### src/rtl/avalon_arbiter_2to1.sv
// ============================================================================
// Module      : avalon_arbiter_2to1
// Description : Two-requester Avalon-MM arbiter onto one shared slave, with
//               burst tracking. Define AV_ARB_ROUND_ROBIN_EN for round-robin
//               arbitration; fixed priority (requester 0 first) otherwise.
// Revision    : 1.0 - initial release
// ============================================================================
`default_nettype none

module avalon_arbiter_2to1 #(
    parameter int AW = 32,
    parameter int DW = 32
) (
    input  logic            wb_clk_i,
    input  logic            wb_rst_ni,

    input  logic [AW-1:0]   s0_av_address_i,
    input  logic [DW/8-1:0] s0_av_byteenable_i,
    input  logic            s0_av_read_i,
    input  logic            s0_av_write_i,
    input  logic [DW-1:0]   s0_av_writedata_i,
    input  logic [7:0]      s0_av_burstcount_i,
    output logic [DW-1:0]   s0_av_readdata_o,
    output logic            s0_av_waitrequest_o,
    output logic            s0_av_readdatavalid_o,

    input  logic [AW-1:0]   s1_av_address_i,
    input  logic [DW/8-1:0] s1_av_byteenable_i,
    input  logic            s1_av_read_i,
    input  logic            s1_av_write_i,
    input  logic [DW-1:0]   s1_av_writedata_i,
    input  logic [7:0]      s1_av_burstcount_i,
    output logic [DW-1:0]   s1_av_readdata_o,
    output logic            s1_av_waitrequest_o,
    output logic            s1_av_readdatavalid_o,

    output logic [AW-1:0]   m_av_address_o,
    output logic [DW/8-1:0] m_av_byteenable_o,
    output logic            m_av_read_o,
    output logic            m_av_write_o,
    output logic [DW-1:0]   m_av_writedata_o,
    output logic [7:0]      m_av_burstcount_o,
    input  logic [DW-1:0]   m_av_readdata_i,
    input  logic            m_av_waitrequest_i,
    input  logic            m_av_readdatavalid_i,

    output logic [1:0]      grant_o
);

    typedef enum logic [1:0] {
        ST_IDLE  = 2'd0,
        ST_WRITE = 2'd1,
        ST_READ  = 2'd2
    } state_t;

    state_t     r_state, w_state_nxt;
    logic [1:0] r_grant, w_grant_nxt;
    logic [7:0] r_cnt,   w_cnt_nxt;
    logic [7:0] r_len,   w_len_nxt;
    logic       r_acc,   w_acc_nxt;   // first beat / read command accepted

    logic            w_req0, w_req1, w_pick1, w_pick_write;
    logic [AW-1:0]   w_sel_addr;
    logic [DW/8-1:0] w_sel_be;
    logic [DW-1:0]   w_sel_wdata;
    logic [7:0]      w_sel_burst, w_burst_fix, w_beat_len, w_cnt_inc;
    logic            w_sel_read, w_sel_write;
    logic            w_fwd_read, w_fwd_write;

    assign w_req0 = s0_av_read_i | s0_av_write_i;
    assign w_req1 = s1_av_read_i | s1_av_write_i;

`ifdef AV_ARB_ROUND_ROBIN_EN
    // r_prio names the requester that wins the next tie
    logic r_prio;

    always_ff @(posedge wb_clk_i or negedge wb_rst_ni) begin
        if (!wb_rst_ni) begin
            r_prio <= 1'b0;
        end else if (r_state == ST_IDLE && (w_req0 || w_req1)) begin
            r_prio <= ~w_pick1;
        end
    end

    assign w_pick1 = w_req1 & (~w_req0 | r_prio);
`else
    assign w_pick1 = w_req1 & ~w_req0;
`endif

    assign w_pick_write = w_pick1 ? s1_av_write_i : s0_av_write_i;

    assign w_sel_addr  = r_grant[1] ? s1_av_address_i    : s0_av_address_i;
    assign w_sel_be    = r_grant[1] ? s1_av_byteenable_i : s0_av_byteenable_i;
    assign w_sel_wdata = r_grant[1] ? s1_av_writedata_i  : s0_av_writedata_i;
    assign w_sel_burst = r_grant[1] ? s1_av_burstcount_i : s0_av_burstcount_i;
    assign w_sel_read  = r_grant[1] ? s1_av_read_i       : s0_av_read_i;
    assign w_sel_write = r_grant[1] ? s1_av_write_i      : s0_av_write_i;

    assign w_burst_fix = (w_sel_burst == 8'd0) ? 8'd1 : w_sel_burst;
    assign w_beat_len  = r_acc ? r_len : w_burst_fix;
    assign w_cnt_inc   = r_cnt + 8'd1;

    // The read command is offered only once per grant
    assign w_fwd_write = (r_state == ST_WRITE) & w_sel_write;
    assign w_fwd_read  = (r_state == ST_READ) & w_sel_read & ~r_acc;

    always_ff @(posedge wb_clk_i or negedge wb_rst_ni) begin
        if (!wb_rst_ni) begin
            r_state <= ST_IDLE;
            r_grant <= 2'b00;
            r_cnt   <= 8'd0;
            r_len   <= 8'd1;
            r_acc   <= 1'b0;
        end else begin
            r_state <= w_state_nxt;
            r_grant <= w_grant_nxt;
            r_cnt   <= w_cnt_nxt;
            r_len   <= w_len_nxt;
            r_acc   <= w_acc_nxt;
        end
    end

    always_comb begin
        w_state_nxt = r_state;
        w_grant_nxt = r_grant;
        w_cnt_nxt   = r_cnt;
        w_len_nxt   = r_len;
        w_acc_nxt   = r_acc;
        case (r_state)
            ST_IDLE: begin
                if (w_req0 || w_req1) begin
                    w_grant_nxt = w_pick1 ? 2'b10 : 2'b01;
                    w_state_nxt = w_pick_write ? ST_WRITE : ST_READ;
                    w_cnt_nxt   = 8'd0;
                    w_acc_nxt   = 1'b0;
                end
            end
            ST_WRITE: begin
                if (w_fwd_write && !m_av_waitrequest_i) begin
                    w_acc_nxt = 1'b1;
                    if (!r_acc) w_len_nxt = w_burst_fix;
                    w_cnt_nxt = w_cnt_inc;
                    if (w_cnt_inc == w_beat_len) begin
                        w_state_nxt = ST_IDLE;
                        w_grant_nxt = 2'b00;
                    end
                end else if (!r_acc && !w_sel_write) begin
                    w_state_nxt = ST_IDLE;
                    w_grant_nxt = 2'b00;
                end
            end
            ST_READ: begin
                if (!r_acc) begin
                    if (w_fwd_read && !m_av_waitrequest_i) begin
                        w_acc_nxt = 1'b1;
                        w_len_nxt = w_burst_fix;
                    end else if (!w_sel_read) begin
                        w_state_nxt = ST_IDLE;
                        w_grant_nxt = 2'b00;
                    end
                end else if (m_av_readdatavalid_i) begin
                    w_cnt_nxt = w_cnt_inc;
                    if (w_cnt_inc == r_len) begin
                        w_state_nxt = ST_IDLE;
                        w_grant_nxt = 2'b00;
                    end
                end
            end
            default: begin
                w_state_nxt = ST_IDLE;
                w_grant_nxt = 2'b00;
            end
        endcase
    end

    always_comb begin
        m_av_address_o        = '0;
        m_av_byteenable_o     = '0;
        m_av_writedata_o      = '0;
        m_av_burstcount_o     = 8'd1;
        m_av_read_o           = 1'b0;
        m_av_write_o          = 1'b0;
        s0_av_waitrequest_o   = 1'b1;
        s1_av_waitrequest_o   = 1'b1;
        s0_av_readdatavalid_o = 1'b0;
        s1_av_readdatavalid_o = 1'b0;
        if (r_state != ST_IDLE) begin
            m_av_address_o      = w_sel_addr;
            m_av_byteenable_o   = w_sel_be;
            m_av_writedata_o    = w_sel_wdata;
            m_av_burstcount_o   = w_sel_burst;
            m_av_read_o         = w_fwd_read;
            m_av_write_o        = w_fwd_write;
            s0_av_waitrequest_o = r_grant[0] ? m_av_waitrequest_i : 1'b1;
            s1_av_waitrequest_o = r_grant[1] ? m_av_waitrequest_i : 1'b1;
        end
        if (r_state == ST_READ) begin
            s0_av_readdatavalid_o = r_grant[0] & m_av_readdatavalid_i;
            s1_av_readdatavalid_o = r_grant[1] & m_av_readdatavalid_i;
        end
    end

    assign s0_av_readdata_o = m_av_readdata_i;
    assign s1_av_readdata_o = m_av_readdata_i;
    assign grant_o          = r_grant;

endmodule

`default_nettype wire

### config.mk
export PLATFORM = sky130hd
export DESIGN_NAME = avalon_arbiter_2to1
export DESIGN_NICKNAME = d
export VERILOG_FILES = /design/src/rtl/avalon_arbiter_2to1.sv
export SDC_FILE = /design/constraint.sdc
export NUM_CORES = 1
export LEC_CHECK = 0
export CORE_AREA = 2 2 131 133
export CTS_CLUSTER_SIZE = 16
export DETAILED_ROUTE_END_ITERATION = 8
export DIE_AREA = 0 0 133 135
export PLACE_DENSITY = 0.62
export SLEW_MARGIN = 10
export SYNTH_ARGS = -nofsm -noshare
export SYNTH_HDL_FRONTEND = slang
export SYNTH_SLANG_ARGS = --single-unit
export TNS_END_PERCENT = 10
### constraint.sdc
create_clock -name wb_clk_i -period 2.4 [get_ports wb_clk_i]
set_input_delay 0.24 -clock wb_clk_i [delete_from_list [all_inputs] [get_ports wb_clk_i]]
set_output_delay 0.24 -clock wb_clk_i [all_outputs]
set_load 0.02 [all_outputs]
# After elaboration in Yosys (flattened, before gate mapping)
# Cells that the tools add are included.
op_classes:
  bitwise_logic: 10
  n_addsub: 1
  muxes: 49
  n_eq_ne: 16
  n_reduce_logical: 16
op_table:
  columns: ["operator", "n"]
  rows:
  - ["$mux 32", 4]
  - ["$mux 8", 11]
  - ["$mux 2", 12]
  - ["$pmux 8 s3", 1]
  - ["$eq 8x8->1", 2]
  - ["$pmux 8 s2", 1]
  - ["$mux 1", 15]
  - ["$pmux 2 s3", 2]
  - ["$ne 3x3->1 const B", 3]
  - ["$add 8x1->8 const B", 1]
  - ["$logic_not 8->1", 1]
  - ["$mux 4", 2]
  - ["$ne 2x2->1 const B", 4]
  - ["$reduce_and 7->1", 1]
  - ["$and 1x1->1", 6]
  - ["$ne 3x2->1 const B", 2]
  - ["$reduce_and 5->1", 1]
  - ["$ne 2x1->1 const B", 2]
  - ["$reduce_and 4->1", 1]
  - ["$reduce_bool 2->1", 2]
  - ["$logic_and 1x1->1", 3]
  - ["$logic_not 1->1", 3]
  - ["$ne 3x1->1 const B", 1]
  - ["$pmux 1 s3", 1]
  - ["other kinds (8)", 10]
word_totals:
  in_bits: 192
  ff_bits: 21
  output_inout_bits: 148
  elab_cells: 97

# Logic depth before layout (Yosys ltp)
# Gate-level depths: netlist (run 1).
depth:
  word_depth: 8
  ltp_mapped: 10
  mapped_depth_nobuf: 9

# Worst setup path after synthesis (run 1)
# OpenSTA, ideal clock, no wires.
synth_timing:
  kind: "flip-flop to flip-flop"
  startpoint: "register r_grant[1] (netlist: grant_o[1])"
  endpoint: "register r_grant[1] (netlist: grant_o[1])"
  path_stages_with_launch: 10
  setup_ps: 128
  synth_period_minus_slack_ps: 2452
  n_path_buf: 2
  required_time_ps: 2272
  setup_slack_ps: -52
  t_arrival_ps: 2324
  path_cell_list: "dfrtp_1 > buf_6 > buf_6 > mux2_4 > o21ai_1 > nand4_1 > a311o_1 > o41ai_2 > o211ai_2 > mux2_1"
synth_between:
  elab_chain_cells: 7
  word_cells_on_any_way: 21
  cone_classes: "5 x eq/ne; 7 x mux; 3 x bitwise; 6 x reduce/logical"
synth_lines:
  columns: ["item", "line", "source"]
  rows:
  - ["start, declared", "57", "logic [1:0] r_grant, w_grant_nxt;"]
  - ["start signal, assigned", "116", "r_grant <= w_grant_nxt;"]
  - ["$mux 8", "95", "assign w_sel_burst = r_grant[1] ? s1_av_burstcount_i : s0_av_burstcount_i;"]
  - ["$logic_not 8->1", "99", "assign w_burst_fix = (w_sel_burst == 8'd0) ? 8'd1 : w_sel_burst;"]
  - ["$mux 8", "99", null]
  - ["$mux 8", null, null]
  - ["$eq 8x8->1", "143", "if (w_cnt_inc == w_beat_len) begin"]
  - ["$ne 3x2->1 (no line)", null, null]
  - ["$reduce_and 7->1 (no line)", null, null]
# Parallel ways exist; a longest one is shown, timed or not.
# A chain may end at the register's enable or synchronous reset.

# Worst setup path after layout (run 1)
layout_timing:
  startpoint: "register r_grant[1] (netlist: grant_o[1])"
  endpoint: "register r_grant[0] (netlist: grant_o[0])"
# The elaborated chain is that of the path after synthesis.

==> results_dict.tcl, run 1 <==
set metrics [dict create \
    status "complete, but fails checks" \
    violations "negative setup slack" \
    die_h_um 135 \
    drt_iter0_markers 125 \
    end_kind "flop" \
    rsz0062_at_grt "true" \
    finalCriticalPeriod_ns 2.53 \
    worstPathBufferInverterCount 1 \
    die_w_um 133 \
    timing.final.ws_setup_ns -0.129 \
    grt_max_degree 55 \
    min-delay-path-class "in2async" \
    fin_tns_setup_ns -0.463 \
    setup.worst_path.start_class "flop" \
    clkLatencyLatePin_ns 0.26 \
    drv_cap 0 \
    syn_nets 625 \
    fillers 1724 \
    fin_cells 846 \
    ys_types 52 \
    syn_area_per_cell_um2 7.58 \
    dr.pass1.iters 4 \
    fin_util_pct 35.9 \
    wl_per_cell_um 18.9 \
    coreArea_um2 16400 \
    drive_above_1_share_pct 10.9 \
    cts_sinks 21 \
    power_frac_comb_pct 83.4 \
    dp.cells 840 \
    num_rows 47 \
    finalCritPeriodShare_pct 105 \
    routed_wl_mm 16.0 \
    drv_slew 0 \
    cts_tree "yes" \
    hold_viol 0 \
    cp.depth 8 \
    synth_edf_count 0 \
    p_sw_share_pct 48.7 \
    max_freq_mhz 395 \
    internal-power_uw 3020 \
    synth-seq-cells 21 \
    dp_hpwl_mm 13.4 \
    ff2ff_path_depth 8 \
    slew_headroom_pct 49.0 \
    htreeDepth 1 \
    worstPathMaxFanout 4 \
    most-common-layout-cells "clkdlybuf4s50_1 (219), nor2_1 (82), mux2i_1 (77)" \
    async_flop_share_pct 100 \
    synth_cells 428 \
    ios 340 \
    cpMaxStageDelayCell "dfrtp_4" \
    whs_ns 0.431 \
    worstPathRequired_ns 2.55 \
    skew_ns 0.00591 \
    irDropWorstVdd_mv 0.483 \
    p_clk_share_pct 6.1 \
    p_leak_uw 0.00241 \
    antenna_found_initial 1 \
    synth_area_um2 3240 \
    root_buffer "clkbuf_16" \
    grt_first_pass_wirelength_mm 23.3 \
    synth_flop_cell "dfrtp_1" \
    first_global_vias 3789 \
    path_class "reg2reg" \
    areaGrowthSynthToFinish_pct 81.8 \
    cts_made_buffers 3 \
    final_common_cell "clkdlybuf4s50_1" \
    clkTransAtPathRegs_ns 0.06 \
    nets 823 \
    ys_warn_count 0 \
    via_per_inst 4.31 \
    grt_overflow 0 \
    crit_family "multiplexers" \
    postRouteAntennaNets 0 \
    clock_tree.buffer_depth 2 \
    cp.arrival_ns 2.67 \
    power.switching_uw 2870 \
    initial_core_util_pct 19.8 \
    die-area_um2 18000 \
    setup_viol 4 \
    power_density_nw_per_um2 998 \
    track_usage_pct 17.3 \
    ys_seq_area_share_pct 16.2 \
    tightestPinTransition_ns 0.762 \
    drc_errors 0 \
    critical_path.max_stage_delay_ns 0.50 \
    io_buffers 243 \
    via_count 3645 \
    gp_congestion 0.878 \
    worstPathCellList "buf_12, mux2i_1, mux2_2, xnor2_1, or3_4, a2111oi_4, o211ai_2, mux2_4" \
    p_seq_share_pct 10.5 \
]
[what timing repair did]
| action | CTS | global route |
|---|---|---|
| hold buffers | 0 | 0 |
| endpoints found under the setup margin | 69 | 47 |
| resized for setup | 13 | 31 |
| buffers inserted | 0 | 1 |
| pin swaps | 0 | 6 |
| hold endpoints to repair | 0 | 0 |
[through the flow]
stage          power (uW)  worst slack [ns]  cell area (um2)
2_1_floorplan        3370           -0.0353             3250
3_3_place_gp         5450            -0.216             5670
3_5_place_dp         5440            -0.240             5670
4_1_cts              5800            -0.117             5750
5_1_grt              6320            -0.214             5890
6_report             5880            -0.129             5900
[cells by family (layout without fill, tap and decap cells)]
logic type               after synthesis  after routing  share of synthesized area, %
buffers and inverters                100            297                          19.8
AO/OA/AOI/OAI                         48             48                          10.0
XOR/XNOR                              17             17                          4.59
flip-flops                            21             21                          16.2
multiplexers                          86             86                          26.9
AND/OR/NAND/NOR                      151            151                          20.6
other                                  0              1                             0
adder cells (fa/ha/maj)                5              5                          1.93
[synthesized netlist by cell type (all sizes together) (4+ instances only)]
cell type	instances	area, um2
a21oi	5	25.0
buf	76	551
clkbuf	14	52.6
dfrtp	20	500
ha	5	62.6
inv	10	37.5
mux2	5	60.1
mux2i	81	811
nand2	36	135
nand3	6	35.0
nor2	82	308
o21ai	22	110
or3	4	30.0
xnor2	8	70.1
xor2	9	78.8
[area by class of cell]
type                            count  area (um2)  share of cell area, %
Antenna cell                        1        2.50                 0.0424
Inverter                           10        37.5                  0.637
Multi-Input combinational cell    307        2170                   36.9
Timing Repair Buffer              283        2800                   47.4
Clock buffer                        3        75.1                   1.27
Sequential cell                    21         531                   9.00
Clock inverter                      1        5.00                 0.0849
Tap cell                          220         275                   4.67
[final timing paths]
| kind | from | end | slack (ns) |
|---|---|---|---|
| setup / recovery | grant_o[1] | grant_o[0] | -0.13 |
| hold / removal | wb_rst_ni | r_len[2] | 0.43 |
| setup reg to reg | grant_o[1] | grant_o[0] | -0.13 |
| hold reg to reg | r_len[0] | r_len[0] | 0.52 |
| max in group asynchronous | wb_rst_ni | r_cnt[2] | 1.38 |
| min in group wb_clk_i | m_av_readdata_i[27] | s1_av_readdata_o[27] | 0.48 |
[state kept, by name (all words and copies together), names as in the netlist]
| register | count |
|---|---|
| r_acc | 1 |
| grant_o | 2 |
| r_cnt | 8 |
| r_len | 8 |
| r_state | 2 |
[power groups by stage]
stage | Combinational, uW | Sequential, uW | Clock [uW]
after floorplan | 2780 | 591 | 0
after global placement | 4820 | 620 | 0
after detailed placement | 4810 | 620 | 0
after CTS | 4810 | 618 | 372
after global routing | 5290 | 637 | 391
final | 4900 | 618 | 360
[routing by layer]
layer | routed length, um | track usage, % | vias to the layer above | share of wire, %
met5 | 13 | 0 | - | 0.081
met4 | 48 | 1.31 | 2 | 0.30
met3 | 1890 | 8.86 | 6 | 12
met2 | 7400 | 28.0 | 200 | 46
met1 | 6670 | 21.4 | 1649 | 42
li1 | - | - | 1788 | -
No activity file was read; power rests on OpenSTA's default activity.
==> run 2, diff against run 1 <==
--- a/config.mk
+++ b/config.mk
@@ -5,11 +5,14 @@
 export SDC_FILE = /design/constraint.sdc
 export NUM_CORES = 1
 export LEC_CHECK = 0
-export CORE_AREA = 2 2 131 133
+export CELL_PAD_IN_SITES_DETAIL_PLACEMENT = 1
+export CELL_PAD_IN_SITES_GLOBAL_PLACEMENT = 1
+export CORE_AREA = 2 2 133 135
 export CTS_CLUSTER_SIZE = 16
 export DETAILED_ROUTE_END_ITERATION = 8
-export DIE_AREA = 0 0 133 135
-export PLACE_DENSITY = 0.62
+export DIE_AREA = 0 0 135 137
+export DONT_BUFFER_PORTS = 1
+export PLACE_DENSITY = 0.46
 export SLEW_MARGIN = 10
 export SYNTH_ARGS = -nofsm -noshare
 export SYNTH_HDL_FRONTEND = slang
==> run 2 against run 1 <==
- register-to-register slack barely moved
- largest cell class is now multi-input combinational cells
- highest routed layer unchanged
- die area rose by 3.0%
- via count shrank 19%
- worst setup slack worse by 0.0056 ns
- first-iteration DRC count is 15% lower
- the run still ends with negative setup slack left
==> results_dict.tcl, run 2 (synthesis results as in run 1) <==
set metrics [dict create \
    first_global_vias 3193 \
    grt_overflow 0 \
    skew_ns 0.00422 \
    io_buffers 0 \
    cts_made_buffers 3 \
    clkLatencyLatePin_ns 0.26 \
    grt_max_degree 84 \
    max_freq_mhz 395 \
    gp_congestion 0.962 \
    cts_tree "yes" \
    placed_area_um2 3390 \
    rsz0062_at_grt "true" \
    dp_hpwl_mm 15.9 \
    routed_wl_mm 17.9 \
    p_leak_uw 0.00140 \
    cp.depth 8 \
    whs_endpoint "r_state[1]" \
    timing.final.ws_setup_ns -0.134 \
    via_count 2968 \
    tightestPinTransition_ns 1.20 \
    cpMaxStageDelayCell "dfrtp_4" \
    power_density_nw_per_um2 1310 \
    clkTransAtPathRegs_ns 0.06 \
    critical_path.max_stage_delay_ns 0.52 \
    irDropWorstVdd_mv 0.487 \
    fin_util_pct 21.3 \
    crit_family "compound AO/OA/AOI/OAI gates" \
    antenna_found_initial 7 \
    timing.rr.end "r_state[0]" \
    die-area_um2 18500 \
    drt_iter0_markers 106 \
    setup_viol 4 \
    cp_common_cell "mux2_4" \
    root_buffer "clkbuf_16" \
    worstPathRequired_ns 2.54 \
    coreArea_um2 17100 \
    drc_errors 0 \
    hold_viol 0 \
    worstPathMaxFanout 5 \
    cts_sinks 21 \
    ff2ff_path_depth 8 \
    num_rows 48 \
    slew_headroom_pct 19.7 \
    final_common_cell "nor2_1" \
    status "complete, but fails checks" \
    worstHoldPathCells 3 \
    end_kind "flop" \
    initial_core_util_pct 19.0 \
    finalCriticalPeriod_ns 2.53 \
    postRouteAntennaNets 0 \
    die_h_um 137 \
    reg2reg_slack_ns -0.13 \
    cp.arrival_ns 2.68 \
    holdCritStartpoint "s0_av_write_i" \
    finalCritPeriodShare_pct 106 \
    drv_cap 0 \
    startpoint "grant_o[1]" \
    areaGrowthSynthToFinish_pct 11.9 \
    most-common-layout-cells "nor2_1 (82), mux2i_1 (79), buf_4 (58)" \
    track_usage_pct 18.5 \
    drive_above_1_share_pct 22.7 \
    dp_worst_setup_slack_ns -0.210 \
    wl_per_cell_um 28.1 \
    htreeDepth 1 \
    die_w_um 135 \
    r2r-start "grant_o[1]" \
    fin_area_um2 3630 \
    fin_tns_setup_ns -0.498 \
    nets 604 \
    violations "negative setup slack" \
    worstPathCellList "buf_6, mux2_4, o21ai_2, nand4_1, a311o_1, o41ai_2, o211ai_2, mux2_4" \
    min-delay-path-class "in2reg" \
    whs_ns 0.206 \
    ios 340 \
    setup.worst_path.start_class "flop" \
    dr.pass1.iters 4 \
    grt_first_pass_wirelength_mm 24.1 \
    largest_registers "r_cnt x8, r_len x8" \
    path_class "reg2reg" \
    worstPathBufferInverterCount 1 \
    drv_slew 0 \
    via_per_inst 4.65 \
    clock_tree.buffer_depth 2 \
]
run 2: changes by cell type in the layout (fill, tap and decap cells not counted), moves of 2 or more:
cell             previous run  this run
buf_12                      3         1
dlygate4sd2_1              10         0
mux2i_4                     2         0
diode_2                     1         7
dlymetal6s2s_1             12         0
buf_4                      35        58
clkdlybuf4s50_1           219         0
mux2i_1                    77        79
run 2: power by group:
group	switching (uW)	internal, uW
sequential	161	484
combinational	2440	1300
clock	140	224
run 2: what timing repair did:
action,CTS,global route
gates resized for setup,9,13
hold buffers,2,0
hold endpoints to repair,21,0
buffers inserted,1,1
pin swaps,4,9
setup endpoints to repair,20,30
run 2: routing by layer:
layer  share of wire (%)  routed length (um)  global-route usage [%]  vias up
met1                  39                6960                    22.4     1379
li1                    -                   -                       -     1348
met2                  45                8020                    29.4      225
met4                0.17                  31                   0.752        6
met3                  16                2850                    11.3       10
met5                0.23                  41                    1.94        -
run 2: worst max-delay path by stage:
stage | to | slack (ns)
final | r_state[0] | -0.13
after global routing | grant_o[0] | -0.24
after CTS | r_state[0] | -0.18
after detailed placement | r_state[0] | -0.21
after global placement | grant_o[1] | -0.11
after floorplan | grant_o[1] | -0.04
run 2: through the flow:
stage,power [uW],instances
2_1_floorplan,3370,428
3_3_place_gp,4210,623
3_5_place_dp,4260,623
4_1_cts,4750,630
5_1_grt,5120,632
6_report,4760,638
run 2: worst reg2reg max path, delay by kind of cell (launching register included):
kind / cells / cell delay (ns)
compound gates: 4 / 1.00
buf+inv: 1 / 0.14
flops: 1 / 0.52
mux: 2 / 0.64
simple gates: 1 / 0.12
run 2: layout make-up:
class,count,area [um2]
Antenna cell,7,17.5
Clock buffer,3,75.1
Clock inverter,1,5.00
Fill cell,2107,13400
Inverter,10,37.5
Multi-Input combinational cell,307,2170
Sequential cell,21,532
Tap cell,225,282
Timing Repair Buffer,64,514
